--- src/rtl/axi_llc_b_merger.sv ---
// Folds per-cache-line write responses back into one AXI B beat per AW burst.
// Optional error counter port err_cnt_o is enabled by AXI_LLC_B_MERGER_ERR_CNT_EN.
module axi_llc_b_merger #(
    parameter int unsigned IdWidth    = 6,
    parameter int unsigned NumEntries = 4,
    parameter int unsigned CntWidth   = (NumEntries + 1 > 1) ? $clog2(NumEntries + 1) : 1
) (
    input  logic                clk_i,
    input  logic                rst_i,
    input  logic                desc_valid_i,
    output logic                desc_ready_o,
    input  logic [IdWidth-1:0]  desc_id_i,
    input  logic [1:0]          desc_resp_i,
    input  logic                desc_last_i,
    output logic                b_valid_o,
    input  logic                b_ready_i,
    output logic [IdWidth-1:0]  b_id_o,
    output logic [1:0]          b_resp_o,
    output logic [CntWidth-1:0] num_open_o
`ifdef AXI_LLC_B_MERGER_ERR_CNT_EN
    ,
    output logic [15:0]         err_cnt_o
`endif
);

    localparam int unsigned IdxWidth = (NumEntries > 1) ? $clog2(NumEntries) : 1;

    localparam logic [1:0] RESP_OKAY   = 2'd0;
    localparam logic [1:0] RESP_EXOKAY = 2'd1;
    localparam logic [1:0] RESP_SLVERR = 2'd2;
    localparam logic [1:0] RESP_DECERR = 2'd3;

    function automatic logic [1:0] merge_resp(input logic [1:0] a, input logic [1:0] b);
        if (a == RESP_DECERR || b == RESP_DECERR) begin
            return RESP_DECERR;
        end else if (a == RESP_SLVERR || b == RESP_SLVERR) begin
            return RESP_SLVERR;
        end else if (a == RESP_EXOKAY && b == RESP_EXOKAY) begin
            return RESP_EXOKAY;
        end
        return RESP_OKAY;
    endfunction

    logic [NumEntries-1:0] vld_q, vld_d;
    logic [IdWidth-1:0]    id_q  [NumEntries];
    logic [IdWidth-1:0]    id_d  [NumEntries];
    logic [1:0]            acc_q [NumEntries];
    logic [1:0]            acc_d [NumEntries];

    logic                  b_valid_q, b_valid_d;
    logic [IdWidth-1:0]    b_id_q, b_id_d;
    logic [1:0]            b_resp_q, b_resp_d;
    logic [CntWidth-1:0]   num_open_q, num_open_d;

    logic [NumEntries-1:0] hit_vec;
    logic                  hit;
    logic                  free_any;
    logic [IdxWidth-1:0]   hit_idx;
    logic [IdxWidth-1:0]   free_idx;
    logic [1:0]            merged_resp;
    logic                  desc_hs;

    for (genvar gi = 0; gi < NumEntries; gi++) begin : g_hit
        assign hit_vec[gi] = vld_q[gi] && (id_q[gi] == desc_id_i);
    end

    assign hit      = |hit_vec;
    assign free_any = ~&vld_q;

    // Scan downwards so the lowest matching / free index wins.
    always_comb begin
        hit_idx  = '0;
        free_idx = '0;
        for (int i = int'(NumEntries) - 1; i >= 0; i--) begin
            if (hit_vec[i]) hit_idx = IdxWidth'(i);
            if (!vld_q[i])  free_idx = IdxWidth'(i);
        end
    end

    assign merged_resp  = merge_resp(acc_q[hit_idx], desc_resp_i);
    assign desc_ready_o = desc_last_i ? (!b_valid_q || b_ready_i) : (hit || free_any);
    assign desc_hs      = desc_valid_i && desc_ready_o;

    always_comb begin
        vld_d      = vld_q;
        id_d       = id_q;
        acc_d      = acc_q;
        b_valid_d  = b_valid_q && !b_ready_i;
        b_id_d     = b_id_q;
        b_resp_d   = b_resp_q;
        num_open_d = '0;

        if (desc_hs) begin
            if (desc_last_i) begin
                b_valid_d = 1'b1;
                b_id_d    = desc_id_i;
                b_resp_d  = hit ? merged_resp : desc_resp_i;
                if (hit) vld_d[hit_idx] = 1'b0;
            end else if (hit) begin
                acc_d[hit_idx] = merged_resp;
            end else begin
                vld_d[free_idx] = 1'b1;
                id_d[free_idx]  = desc_id_i;
                acc_d[free_idx] = desc_resp_i;
            end
        end

        for (int i = 0; i < int'(NumEntries); i++) begin
            num_open_d = num_open_d + CntWidth'(vld_d[i]);
        end
    end

    always_ff @(posedge clk_i) begin
        if (rst_i) begin
            vld_q      <= '0;
            b_valid_q  <= 1'b0;
            b_id_q     <= '0;
            b_resp_q   <= RESP_OKAY;
            num_open_q <= '0;
            for (int i = 0; i < int'(NumEntries); i++) begin
                id_q[i]  <= '0;
                acc_q[i] <= RESP_OKAY;
            end
        end else begin
            vld_q      <= vld_d;
            id_q       <= id_d;
            acc_q      <= acc_d;
            b_valid_q  <= b_valid_d;
            b_id_q     <= b_id_d;
            b_resp_q   <= b_resp_d;
            num_open_q <= num_open_d;
        end
    end

    assign b_valid_o  = b_valid_q;
    assign b_id_o     = b_id_q;
    assign b_resp_o   = b_resp_q;
    assign num_open_o = num_open_q;

`ifdef AXI_LLC_B_MERGER_ERR_CNT_EN
    logic [15:0] err_cnt_q;

    // SLVERR and DECERR both have resp[1] set.
    always_ff @(posedge clk_i) begin
        if (rst_i) begin
            err_cnt_q <= '0;
        end else if (b_valid_q && b_ready_i && b_resp_q[1] && (err_cnt_q != 16'hFFFF)) begin
            err_cnt_q <= err_cnt_q + 16'd1;
        end
    end

    assign err_cnt_o = err_cnt_q;
`endif

endmodule

--- config.mk ---
export PLATFORM = sky130hd
export DESIGN_NAME = axi_llc_b_merger
export DESIGN_NICKNAME = d
export VERILOG_FILES = /design/src/rtl/axi_llc_b_merger.sv
export SDC_FILE = /design/constraint.sdc
export NUM_CORES = 1
export LEC_CHECK = 0
export CAP_MARGIN = 5
export CORE_ASPECT_RATIO = 0.75
export CORE_MARGIN = 3
export CORE_UTILIZATION = 57
export CTS_CLUSTER_DIAMETER = 40
export DETAILED_ROUTE_END_ITERATION = 6
export PLACE_DENSITY_LB_ADDON = 0.08
export SLEW_MARGIN = 40
export SYNTH_ARGS = -nofsm -noshare
export SYNTH_HDL_FRONTEND = slang
export SYNTH_SLANG_ARGS = --single-unit
--- constraint.sdc ---
create_clock -name clk_i -period 4.5 [get_ports clk_i]
set_input_delay 0.9 -clock clk_i [delete_from_list [all_inputs] [get_ports clk_i]]
set_output_delay 0.9 -clock clk_i [all_outputs]
set_load 0.01 [all_outputs]
==> key figures <==
Floorplanning
  • Core area: 0.00420 sq mm
  • Die X: 83.8 um
  • Starting Density: 0.615
  • DIE AREA: 0.00539 sq mm
  • Die height: 64.4 um
  • Rows: 20
  • Ports: 26

Hold path
  • Hold endpoint: b_id_o[5]
  • Hold path startpoint: b_id_o[5]
  • Worst Hold Depth: 2
  • Hold WC Path Type: register to register

Cells and area
  • Ant diodes: 0
  • Final Cell Area: a little under 0.003 sq mm
  • Non-Filler Instances: roughly 360
  • Util after Layout: 0.703
  • Share of layout cells above drive strength 1: 0.113
  • Area Growth Syn to Fin: 14.2%
  • Most common cell after layout, fill and taps aside: dfxtp_1
  • Most frequent cells in the layout: dfxtp_1 (48), nor2_1 (31), clkdlybuf4s50_1 (25)
  • Total Nets Final: about 320

Detailed routing
  • Final wirelength: 6.34 mm
  • Residual DRC count: 0
  • Initial DRC count: between 200 and 300
  • Drt via density: 6.10
  • Remaining antenna violation count: 0
  • Detailed-route via count: 2178
  • First-pass DRT Iterations: 5
  • WL/cell: 17.8 um

Clocking
  • Hold Buf Count CTS: 0
  • Root Driver: clkbuf_8
  • Skew-Pair Late Insertion Delay: 0.31 ns
  • Total clock sinks: 48
  • Setup Buffers After CTS: 0
  • CTS tree: yes
  • H-Tree Depth: 2
  • # resized after CTS: 0
  • Clk buf depth: 2
  • Clock transition at path regs: 0.09 ns
  • Total CTS buffers: 5

STA
  • Fin. max-slew vios: 0
  • Final Hold Violating Endpoints: 0
  • Final TNS setup: 0 ns
  • Period utilization: 0.948
  • Tmin final: 4.27 ns
  • Max Clock Freq: 234 MHz
  • Max-slew headroom: 0.540
  • Worst hold margin: 0.457 ns
  • Slew @ Worst Pin: 0.685 ns
  • RSZ-0062 raised after global routing: no
  • Worst clock skew: between 0.005 and 0.006 ns
  • Final setup fails: 0

Synthesis
  • Syn Inst Count: 281
  • Post-synth EDFFs: 0
  • Fraction of registers with async set/reset: 0
  • Syn_area_per_cell: 9.21 sq um
  • Netlist cell types: 58
  • Synth warnings: 0
  • Mapped Nets: 297
  • Seq/Total Area, Yosys: 0.371
  • Synthesized area: 0.00259 sq mm
  • Ys flop type: dfxtp_1
  • Register bit total from synthesis: 48

Setup path
  • Reg-to-reg startpoint: id_q[16]
  • Crit path max fanout: 9
  • Reg-to-reg critical path endpoint: num_open_o[1]
  • WP data required: between 3 and 4 ns
  • CP Launch Type: input pin
  • CP endpoint kind: primary output
  • Critical Path AT: around 3.4 ns
  • Kind of critical path: input pin to primary output
  • R2R cell count: 10
  • R2R Setup Slk: 1.68 ns

GRT
  • First-pass GRT wire length: ~10 mm
  • Total grt overflow: 0
  • Vias in the first global route: 2010
  • GRT Total Usage: 0.242
  • Initial antenna violation count: 0
  • Largest net degree at the start of global routing: 42

Place
  • Inst Count DP: around 350
  • Port bufs: 25
  • Post-DP HPWL: between 4 and 5 mm
  • Placed Area: 0.00283 sq mm
  • Routability Congestion: 0.958

Job
  • Max cap viols: 0

Pwr
  • Worst VDD drop: 0.253 mV
  • Power Dens Cells: approximately 300 mW/mm^2
  • Leakage power: 0.00115 uW

Outcome
  • Status: finished clean
[critical path: stages]
cell and delay [ns]:
clkdlybuf4s50_1 0.62, xor2_1 0.28, nor4_4 0.43, nand3_4 0.19
and4_4 0.24, a32oi_1 0.15, clkdlybuf4s50_1 0.56
[registers in the layout (all words and copies together), names as in the netlist]
name and flops:
b_resp_o 2, num_open_o 3, b_valid_o 1, b_id_o 6
acc_q 8, id_q 24, vld_q 4
[per-stage QoR]
stage,power [uW],worst slack (ns)
floorplan,526,1.04
global placement,562,0.297
detailed placement,564,0.234
CTS,891,0.215
global route,924,0.0217
finish,892,0.232
[metal layers]
layer,part of all wire,vias to the layer above,track usage,wire length [um]
li1,-,1033,-,-
met1,0.47,1026,0.362,2990
met2,0.42,104,0.348,2660
met3,0.091,15,0.0528,574
met4,0.018,0,0.0663,114
met5,0,-,0,0
[power by group]
| group | switching [uW] | total [uW] | internal [uW] |
|---|---|---|---|
| sequential | 9.05 | 445 | 436 |
| clock | 154 | 336 | 182 |
| combinational | 63.8 | 111 | 46.9 |
| total | 227 | 892 | 665 |
[synthesized netlist by cell type (2+ instances only)]
master,n,share of area
o21a_1,3,0.0087
dfxtp_1,48,0.37
inv_1,4,0.0058
buf_6,5,0.022
buf_2,2,0.0039
nand3_1,10,0.019
a31oi_1,2,0.0048
a21oi_1,13,0.025
o22ai_1,2,0.0048
ha_1,2,0.0097
nor2b_1,5,0.012
buf_4,5,0.015
mux2i_1,24,0.093
and2_1,4,0.0097
a32oi_1,3,0.010
xnor2_1,13,0.044
o211ai_1,2,0.0058
nand2_1,22,0.032
nand2b_1,4,0.0097
nor3_2,2,0.0077
nor4_4,2,0.016
o31ai_1,2,0.0058
and4_4,2,0.0087
clkbuf_1,8,0.012
nor2_1,31,0.045
or2_2,2,0.0048
nand4_1,7,0.017
o21ai_0,6,0.012
xor2_1,11,0.037
nor3_1,5,0.0097
and3_1,3,0.0073
[cell type report]
cell class,count,area (sq um)
Tap cell,55,68.8
Clock buffer,6,82.6
Multi-Input combinational cell,208,1470
Clock inverter,2,38.8
Fill cell,347,1250
Sequential cell,48,961
Timing Repair Buffer,33,310
Inverter,5,18.8
[logic make-up after synthesis]
kind of cell	after synthesis	synth area share
AO/OA/AOI/OAI	47	0.127
XOR/XNOR	24	0.0812
adder cells (fa/ha/maj)	3	0.0174
buffers and inverters	25	0.0590
flip-flops	48	0.371
multiplexers	25	0.0986
AND/OR/NAND/NOR	109	0.246
[how the worst max path moves through the flow]
stage                             from       endpoint  slack, ns  depth (start not counted)
after floorplan           desc_id_i[4]  num_open_o[1]       1.04                         12
after global placement    desc_id_i[4]   desc_ready_o       0.30                          7
after detailed placement  desc_id_i[3]   desc_ready_o       0.23                          7
after CTS                 desc_id_i[3]   desc_ready_o       0.22                          7
after global routing      desc_id_i[3]   desc_ready_o       0.02                          7
final                     desc_id_i[3]   desc_ready_o       0.23                          7
No activity file was read; power rests on OpenSTA's default activity.
